### config.mk
export PLATFORM = sky130hd
export DESIGN_NAME = branch_pc_unit_flat
export DESIGN_NICKNAME = d
export VERILOG_FILES = /design/src/rtl/rv_pkg.sv /design/src/rtl/branch_pc_unit_if.sv /design/src/rtl/branch_pc_unit_cond.sv /design/src/rtl/branch_pc_unit.sv /design/src/flat_wrapper.sv
export SDC_FILE = /design/constraint.sdc
export NUM_CORES = 1
export LEC_CHECK = 0
export ABC_AREA = 1
export CAP_MARGIN = 40
export CORE_MARGIN = 2
export CORE_UTILIZATION = 45
export DETAILED_ROUTE_END_ITERATION = 10
export GPL_ROUTABILITY_DRIVEN = 0
export PLACE_DENSITY = 0.68
export RECOVER_POWER = 25
export SETUP_SLACK_MARGIN = 0.3
export SLEW_MARGIN = 20
export SYNTH_ARGS = -nofsm -noshare
export SYNTH_HDL_FRONTEND = slang
export SYNTH_SLANG_ARGS = --single-unit
export TNS_END_PERCENT = 100
### constraint.sdc
create_clock -name clk -period 3.3 [get_ports clk]
set_clock_uncertainty 0.15 [all_clocks]
set_input_delay 0.495 -clock clk [delete_from_list [all_inputs] [get_ports clk]]
set_output_delay 0.495 -clock clk [all_outputs]
set_load 0.01 [all_outputs]
### src/rtl/rv_pkg.sv
// Shared RV32I core definitions: datapath width, branch condition codes and
// PC-unit state encoding.
package rv_pkg;

    localparam int unsigned XLEN = 32;

    // B-type funct3 condition codes; 3'b010 and 3'b011 are unused encodings.
    typedef enum logic [2:0] {
        BEQ  = 3'b000,
        BNE  = 3'b001,
        BLT  = 3'b100,
        BGE  = 3'b101,
        BLTU = 3'b110,
        BGEU = 3'b111
    } br_funct3_e;

    typedef enum logic {
        PC_RUN  = 1'b0,
        PC_TRAP = 1'b1
    } pc_state_e;

endpackage

### src/rtl/branch_pc_unit_if.sv
// Decode/ALU <-> PC unit bundle.
//   master : decode/ALU side, drives instruction info and flags, sees PC outputs
//   slave  : branch_pc_unit
// BRANCH_STATS_EN adds the br_total_cnt / br_taken_cnt counters.
interface branch_pc_unit_if;
    import rv_pkg::*;

    logic            instr_valid;
    logic            stall;
    logic            is_branch;
    logic            is_jal;
    logic            is_jalr;
    logic [2:0]      funct3;
    logic            zero;
    logic            less_signed;
    logic            less_unsigned;
    logic [XLEN-1:0] imm;
    logic [XLEN-1:0] rs1_val;
    logic [XLEN-1:0] pc;
    logic [XLEN-1:0] pc_plus4;
    logic            branch_taken;
    logic            instr_kill;
    logic            misalign_trap;
    logic [XLEN-1:0] trap_pc;
`ifdef BRANCH_STATS_EN
    logic [31:0]     br_total_cnt;
    logic [31:0]     br_taken_cnt;

    modport master (
        output instr_valid, stall, is_branch, is_jal, is_jalr, funct3,
               zero, less_signed, less_unsigned, imm, rs1_val,
        input  pc, pc_plus4, branch_taken, instr_kill, misalign_trap, trap_pc,
               br_total_cnt, br_taken_cnt
    );
    modport slave (
        input  instr_valid, stall, is_branch, is_jal, is_jalr, funct3,
               zero, less_signed, less_unsigned, imm, rs1_val,
        output pc, pc_plus4, branch_taken, instr_kill, misalign_trap, trap_pc,
               br_total_cnt, br_taken_cnt
    );
`else
    modport master (
        output instr_valid, stall, is_branch, is_jal, is_jalr, funct3,
               zero, less_signed, less_unsigned, imm, rs1_val,
        input  pc, pc_plus4, branch_taken, instr_kill, misalign_trap, trap_pc
    );
    modport slave (
        input  instr_valid, stall, is_branch, is_jal, is_jalr, funct3,
               zero, less_signed, less_unsigned, imm, rs1_val,
        output pc, pc_plus4, branch_taken, instr_kill, misalign_trap, trap_pc
    );
`endif

endinterface

### src/rtl/branch_pc_unit_cond.sv
// Branch condition resolve: funct3 + ALU compare flags -> cond.
//   funct3, zero, less_signed, less_unsigned in; cond out (combinational).
module branch_cond
    import rv_pkg::*;
(
    input  logic [2:0] funct3,
    input  logic       zero,
    input  logic       less_signed,
    input  logic       less_unsigned,
    output logic       cond
);

    always_comb begin
        cond = 1'b0;
        case (funct3)
            BEQ:     cond = zero;
            BNE:     cond = !zero;
            BLT:     cond = less_signed;
            BGE:     cond = !less_signed;
            BLTU:    cond = less_unsigned;
            BGEU:    cond = !less_unsigned;
            default: cond = 1'b0;
        endcase
    end

endmodule

### src/rtl/branch_pc_unit.sv
// PC register and control-flow resolve for the single-cycle RV32I core.
//   clk, rst_n : core clock, async active-low reset
//   bus        : branch_pc_unit_if.slave (instruction info in, PC/trap out)
// Optional: BRANCH_STATS_EN adds saturating branch total/taken counters.
module branch_pc_unit
    import rv_pkg::*;
#(
    parameter logic [XLEN-1:0] RESET_VECTOR = 32'h0000_0000,
    parameter logic [XLEN-1:0] TRAP_VECTOR  = 32'h0000_0100
)(
    input  logic             clk,
    input  logic             rst_n,
    branch_pc_unit_if.slave  bus
);

    localparam logic [XLEN-1:0] PC_STEP = XLEN'(4);

    pc_state_e       state_q;
    logic [XLEN-1:0] pc_q;
    logic [XLEN-1:0] trap_pc_q;
    logic [XLEN-1:0] pc_plus4;
    logic [XLEN-1:0] jalr_sum;
    logic [XLEN-1:0] target;
    logic            cond;
    logic            in_run;
    logic            taken;
    logic            misaligned;

    branch_cond u_cond (
        .funct3        (bus.funct3),
        .zero          (bus.zero),
        .less_signed   (bus.less_signed),
        .less_unsigned (bus.less_unsigned),
        .cond          (cond)
    );

    // Redirect resolve; jalr wins over jal/branch when several are set.
    // Nothing redirects while the trap state owns the PC.
    always_comb begin
        in_run     = (state_q == PC_RUN);
        pc_plus4   = pc_q + PC_STEP;
        jalr_sum   = bus.rs1_val + bus.imm;
        taken      = in_run && bus.instr_valid &&
                     (bus.is_jalr || bus.is_jal || (bus.is_branch && cond));
        target     = pc_plus4;
        if (taken) begin
            if (bus.is_jalr) target = {jalr_sum[XLEN-1:1], 1'b0};
            else             target = pc_q + bus.imm;
        end
        misaligned = taken && target[1];
    end

    // PC / trap state machine
    always_ff @(posedge clk or negedge rst_n) begin
        if (!rst_n) begin
            state_q   <= PC_RUN;
            pc_q      <= RESET_VECTOR;
            trap_pc_q <= '0;
        end else begin
            case (state_q)
                PC_RUN: begin
                    if (!bus.stall && bus.instr_valid) begin
                        if (misaligned) begin
                            trap_pc_q <= pc_q;
                            state_q   <= PC_TRAP;
                        end else begin
                            pc_q <= target;
                        end
                    end
                end
                PC_TRAP: begin
                    pc_q    <= TRAP_VECTOR;
                    state_q <= PC_RUN;
                end
                default: state_q <= PC_RUN;
            endcase
        end
    end

    assign bus.pc            = pc_q;
    assign bus.pc_plus4      = pc_plus4;
    assign bus.branch_taken  = taken && !misaligned;
    assign bus.instr_kill    = !in_run || misaligned;
    assign bus.misalign_trap = !in_run;
    assign bus.trap_pc       = trap_pc_q;

`ifdef BRANCH_STATS_EN
    logic [31:0] br_total_q;
    logic [31:0] br_taken_q;
    logic        br_commit;

    // A branch commits when it wins priority, retires and does not trap.
    assign br_commit = in_run && bus.instr_valid && !bus.stall && !misaligned &&
                       bus.is_branch && !bus.is_jal && !bus.is_jalr;

    // Saturating branch counters
    always_ff @(posedge clk or negedge rst_n) begin
        if (!rst_n) begin
            br_total_q <= '0;
            br_taken_q <= '0;
        end else if (br_commit) begin
            if (br_total_q != '1)         br_total_q <= br_total_q + 32'd1;
            if (cond && br_taken_q != '1) br_taken_q <= br_taken_q + 32'd1;
        end
    end

    assign bus.br_total_cnt = br_total_q;
    assign bus.br_taken_cnt = br_taken_q;
`endif

endmodule

### src/flat_wrapper.sv
// flat-port wrapper written by rule: the top's interface ports become plain ports
module branch_pc_unit_flat import rv_pkg::*;
#(
    parameter logic [XLEN-1:0] RESET_VECTOR = 32'h0000_0000,
    parameter logic [XLEN-1:0] TRAP_VECTOR  = 32'h0000_0100
)
  (clk, rst_n, bus_instr_valid, bus_stall, bus_is_branch, bus_is_jal, bus_is_jalr, bus_funct3, bus_zero, bus_less_signed, bus_less_unsigned, bus_imm, bus_rs1_val, bus_pc, bus_pc_plus4, bus_branch_taken, bus_instr_kill, bus_misalign_trap, bus_trap_pc);
  branch_pc_unit_if bus_i ();
  input  logic clk;
  input  logic rst_n;
  input wire logic [$bits(bus_i.instr_valid)-1:0] bus_instr_valid;
  input wire logic [$bits(bus_i.stall)-1:0] bus_stall;
  input wire logic [$bits(bus_i.is_branch)-1:0] bus_is_branch;
  input wire logic [$bits(bus_i.is_jal)-1:0] bus_is_jal;
  input wire logic [$bits(bus_i.is_jalr)-1:0] bus_is_jalr;
  input wire logic [$bits(bus_i.funct3)-1:0] bus_funct3;
  input wire logic [$bits(bus_i.zero)-1:0] bus_zero;
  input wire logic [$bits(bus_i.less_signed)-1:0] bus_less_signed;
  input wire logic [$bits(bus_i.less_unsigned)-1:0] bus_less_unsigned;
  input wire logic [$bits(bus_i.imm)-1:0] bus_imm;
  input wire logic [$bits(bus_i.rs1_val)-1:0] bus_rs1_val;
  output wire logic [$bits(bus_i.pc)-1:0] bus_pc;
  output wire logic [$bits(bus_i.pc_plus4)-1:0] bus_pc_plus4;
  output wire logic [$bits(bus_i.branch_taken)-1:0] bus_branch_taken;
  output wire logic [$bits(bus_i.instr_kill)-1:0] bus_instr_kill;
  output wire logic [$bits(bus_i.misalign_trap)-1:0] bus_misalign_trap;
  output wire logic [$bits(bus_i.trap_pc)-1:0] bus_trap_pc;
  assign bus_i.instr_valid = bus_instr_valid;
  assign bus_i.stall = bus_stall;
  assign bus_i.is_branch = bus_is_branch;
  assign bus_i.is_jal = bus_is_jal;
  assign bus_i.is_jalr = bus_is_jalr;
  assign bus_i.funct3 = bus_funct3;
  assign bus_i.zero = bus_zero;
  assign bus_i.less_signed = bus_less_signed;
  assign bus_i.less_unsigned = bus_less_unsigned;
  assign bus_i.imm = bus_imm;
  assign bus_i.rs1_val = bus_rs1_val;
  assign bus_pc = bus_i.pc;
  assign bus_pc_plus4 = bus_i.pc_plus4;
  assign bus_branch_taken = bus_i.branch_taken;
  assign bus_instr_kill = bus_i.instr_kill;
  assign bus_misalign_trap = bus_i.misalign_trap;
  assign bus_trap_pc = bus_i.trap_pc;
  branch_pc_unit #(.RESET_VECTOR(RESET_VECTOR), .TRAP_VECTOR(TRAP_VECTOR)) u_core (.clk(clk), .rst_n(rst_n), .bus(bus_i));
endmodule
# Yosys cells after proc, flatten, opt, wreduce, memory -nomap -nowiden
# Cells that the tools add are included.
[classes]
n_addsub = 3
eq_ne = 7
n_mux = 9
bitwise_logic = 1
reduce_logical = 17
[op_table]
columns = ["operator", "n"]
rows = [
  ["two-way mux 32 bit", 4],
  ["adder 32 bit", 2],
  ["case mux 32 bit (2 select lines)", 1],
  ["adder 32 x 3 -> 32 bit (second input constant)", 1],
  ["== test 3 bit (second input constant)", 4],
  ["logical AND 1 bit", 6],
  ["case mux 1 bit (6 select lines)", 1],
  ["logical NOT 1 bit", 5],
  ["inequality test 2 bit (second input constant)", 2],
  ["== test 3 x 1 -> 1 bit (second input constant)", 1],
  ["logical NOT 3 bit", 1],
  ["logical OR 1 bit", 3],
  ["AND reduction 3 bit", 1],
  ["two-way mux 1 bit", 2],
  ["case mux 1 bit (2 select lines)", 1],
  ["AND reduction 2 bit", 1],
  ["inverter 1 bit", 1],
]
[totals]
reg_bits = 65
wordCells = 40

# Logic depth before layout (Yosys ltp)
[depth]
depth_word = 10
depth_mapped = 17
depth_no_buf = 17

# Cells and area by module
# Synthesis repeated with hierarchy kept, for this count alone.
[unflattened]
hier_cells = 1618
hier_area_um2 = 8800.9
[by_module_without_submodules]
columns = ["module", "n_inst", "cells_per_inst", "area_per_inst_um2", "seq_area_each_um2"]
rows = [
  ["branch_pc_unit", 1, 1602, 8732.1, 1626.6],
  ["branch_cond", 1, 16, 68.8, 0.0],
]

# Worst setup path after synthesis
# No wires, ideal clock.
[synth_path]
kind = "input-to-output"
from = "in bus_imm[0]"
to = "out bus_instr_kill"
arrival_ps = 1819
required_time_ps = 2655
path_slack_ps = 836
cell_stages = 6
n_path_buf = 0
path_cell_list = "ha_1 -> inv_1 -> fa_1 -> mux2i_2 -> nand3_4 -> nand2_1"
[synth_via]
elab_chain_cells = 5
elab_cells_between_ends = 6
classes_between = "add/sub: 2; mux: 2; reduce/logical: 2"
[synth_rtl]
columns = ["element", "line_no", "rtl"]
rows = [
  ["from (decl)", "flat_wrapper.sv:20", "input wire logic [$bits(bus_i.imm)-1:0] bus_imm;"],
  ["adder 32 bit (on tied branches)", "branch_pc_unit.sv:48, branch_pc_unit.sv:42", ""],
  ["two-way mux 32 bit (*)", "branch_pc_unit.sv:47", "if (bus.is_jalr) target = {jalr_sum[XLEN-1:1], 1'b0};"],
  ["two-way mux 32 bit (*)", "branch_pc_unit.sv:46", "if (taken) begin"],
  ["logical AND 1 bit (*)", "branch_pc_unit.sv:50", "misaligned = taken && target[1];"],
  ["logical OR 1 bit (*)", "branch_pc_unit.sv:83", "assign bus.instr_kill = !in_run || misaligned;"],
  ["to (decl)", "flat_wrapper.sv:25", "output wire logic [$bits(bus_i.instr_kill)-1:0] bus_instr_kill;"],
]
# Every way passes the cells marked *; elsewhere a longest branch is shown, timed or not.

# Worst setup path after layout
[layout_path]
from = "reg u_core.pc_q[13] (netlist: u_core.bus.pc[13])"
to = "out bus_pc_plus4[22]"
[layout_via]
elab_chain_cells = 1
[layout_rtl]
columns = ["element", "line_no", "rtl"]
rows = [
  ["from (decl)", "branch_pc_unit.sv:19", "logic [XLEN-1:0] pc_q;"],
  ["from (signal assigned)", "branch_pc_unit.sv:67", "pc_q <= target;"],
  ["adder 32 x 3 -> 32 bit", "branch_pc_unit.sv:41", "pc_plus4 = pc_q + PC_STEP;"],
  ["to (decl)", "flat_wrapper.sv:23", "output wire logic [$bits(bus_i.pc_plus4)-1:0] bus_pc_plus4;"],
]
# Every way passes these cells.

==> run metrics <==
status completed; Filler cells 1952; Die H 145 um; total track usage 28.4%; crit path max fanout 5; reg2reg start u_core.bus.pc[2]; reg2reg end u_core.bus.pc[20]; total CTS buffers 9; final worst path period need 2940 ps; EDFF count, synth 0; Sw Share 47.4%; CTS sink cnt 65; Hold Path End u_core.bus.trap_pc[23]; Psw 3.48 mW; register bit total from synthesis 65; clock power share 13.3%; Buffers & Inverters on Critical Path 3; simple-gate portion of the synthesized area 45.8%; mapped cell area 8960 um^2; row cnt 51; final hold violations 0; max_slew headroom 38.4%; hold_sp u_core.bus.trap_pc[23]; crit path launch type flop; Die ar. 21100 um^2; crit end category output pin; CP Cell Sequence inv_1 -> nor3_4 -> nand2_2 -> nor2_1 -> nand2_1 -> nand2_1 -> nand2_1 -> inv_1 -> clkdlybuf4s50_1; Synth Area in XOR/XNOR 2.64%; Main synth FF type dfrtp_1; R2R cell count 15; Synth Area in Adders 9.10%; first-pass GRT wire length 48.3 mm; Largest delay share family, worst path buffers and inverters; CP required 2650 ps; Hold Crit Class reg -> reg; Int Pwr 3.86 mW; initial core utilization 45.9%; First DRT Iteration DRCs 790; P&R area growth vs syn 30.9%; ranking of synthesized cells by area nand2_1 (29%), dfrtp_1 (18%), inv_1 (13%); critical path type reg -> out; Synth top cells by count nand2_1 (688), inv_1 (319), nor2_1 (124); Seq pwr share 21.0%; fin area 11700 um^2; most frequent cell after synthesis nand2_1; FMAX 340 MHz; DRC errors left 0; WL final 30.5 mm; Arr. time, crit path 2300 ps; post-synth top area cell nand2_1; r2r setup slk 620 ps; Post-Syn Area per Cell 5.45 um^2; Via density 5.00; register area share after synthesis 18.2%; synth unique cells 42; Slew Limit Fails 0; clk slew on worst S/H paths 50 ps; Vias 10585; Mapped Nets 1786; Largest stage delay, worst path 560 ps; main combinational cell family by area after synthesis simple AND/OR/NAND/NOR gates; Final Hold Slack 331 ps; Syn Inst Count 1645; core area 19500 um^2; number of buffers added on ports 175; Pre-antenna DRT Iters 7; Combinational Power Share 65.6%; placed cell area 11100 um^2; global route overflow 0; mux cell area share after synthesis 0.154%; Worst Tran Pin Value 924 ps; Post-DRT Antenna Nets 0; crit path from u_core.bus.pc[13]; CTS tree done; synth warn 0; wire per inst 14.4 um; Slowest cell on crit path clkdlybuf4s50_1; Synth top area share 28.8%; # setup viols final 0; largest net degree at the start of global routing 66; Max Root-Sink Buffers 2; ys async rst share 100%; Cell Pwr Density 626 nW/um^2; DP HPWL 25.2 mm; Layout Nets 1988; Die Width 145 um; Max VDD drop 0.269 mV; initial antenna violation count 0; RSZ-0062 raised after global routing true; Max Cap Violations 0; CTS H-Tree Depth 3; Synth Area in Compound Gates 8.84%; Root Buffer clkbuf_16; diodes inserted 0; period utilisation layout 89.1%; overall power 7.34 mW; hold depth 2; fraction of layout cells with a size suffix above 1 7.24%; clock latency on the worst-skew pair 340 ps; P_leak 6.69 nW; Ports 176; most used cell, CP nand2_1; vias in the first global route 9625
power by group through the flow:
stage                     clock [mW]  sequential, mW  combinational (mW)
after floorplan                    0            1.58                2.56
after global placement             0            1.53                4.49
after detailed placement           0            1.55                4.54
after CTS                      0.996            1.54                4.66
after global routing            1.02            1.59                5.32
final                          0.978            1.54                4.82
worst max-delay path by stage:
stage / endpoint / cells past startpoint
floorplan: bus_instr_kill / 6
global placement: bus_branch_taken / 9
detailed placement: bus_branch_taken / 9
CTS: bus_branch_taken / 9
global route: bus_pc_plus4[24] / 9
finish: bus_pc_plus4[22] / 9
through the flow:
step                instances  utilization (%)  TNS [ps]  setup slack, ps
finish                   2117             60.1         0              358
CTS                      2108             59.0         0              259
global route             2117             60.1         0              264
floorplan                1645                -         0              836
global placement         2083             56.6      -266             -145
detailed placement       2083             56.6      -334             -186
cell families after synthesis:
family | count (synthesis)
AND/OR/NAND/NOR | 993
buffers and inverters | 347
AO/OA/AOI/OAI | 148
flip-flops | 65
adder cells (fa/ha/maj) | 64
XOR/XNOR | 27
multiplexers | 1
cells in the final DEF (no fill, tap or decap), types with 28 or more instances in the layout:
cell type        Yosys  final
nor2_1             124    116
clkdlybuf4s50_1      0    167
nand2_1            688    682
nand3_1            115    115
o21ai_0             31     28
a21oi_1             70     70
ha_1                62     60
o21ai_1             33     36
dfrtp_1             65     47
buf_4                7     35
inv_1              319    318
layer usage:
metal / wire (um) / vias to the layer above / global-route usage (%)
met1: 13700 / 4709 / 38.4
met3: 1980 / 50 / 3.58
met4: 928 / 0 / 9.31
met5: 0 / - / 0
met2: 13800 / 367 / 47.1
li1: - / 5459 / -
registers in the layout, indices dropped and copies added, names as in the netlist:
signal                    cells
u_core.bus.pc                32
u_core.bus.trap_pc           32
u_core.bus.misalign_trap      1
repair_timing:
action,4_1_cts,5_1_grt
setup buffers,9,7
pin swaps,4,7
hold buffers,0,1
endpoints found under the setup margin,23,21
gates cloned,0,0
hold endpoints to repair,0,13
gates resized for setup,42,36
worst reg2reg max path: stages (launching register included):
cell,delay (ps)
dfrtp_2,440
buf_4,150
buf_4,140
ha_1,390
nand3_1,120
nand3_1,150
nand2_1,110
nand3_1,170
nand2_1,110
nand2_1,70
nand2_1,60
nand2_1,40
o21ai_0,260
nand2_1,100
nand2_1,70
nand2_1,40
layout make-up:
| type | count | area, um^2 | area share [%] |
|---|---|---|---|
| flip-flops and latches | 65 | 1650 | 14.1 |
| inverters | 324 | 1220 | 10.4 |
| well taps | 265 | 332 | 2.83 |
| multi-input cells | 1233 | 6140 | 52.4 |
| clock inverters | 2 | 35.0 | 0.299 |
| repair buffers | 214 | 2080 | 17.7 |
| clock buffers | 14 | 274 | 2.34 |
(Power assumes the default switching activity.)
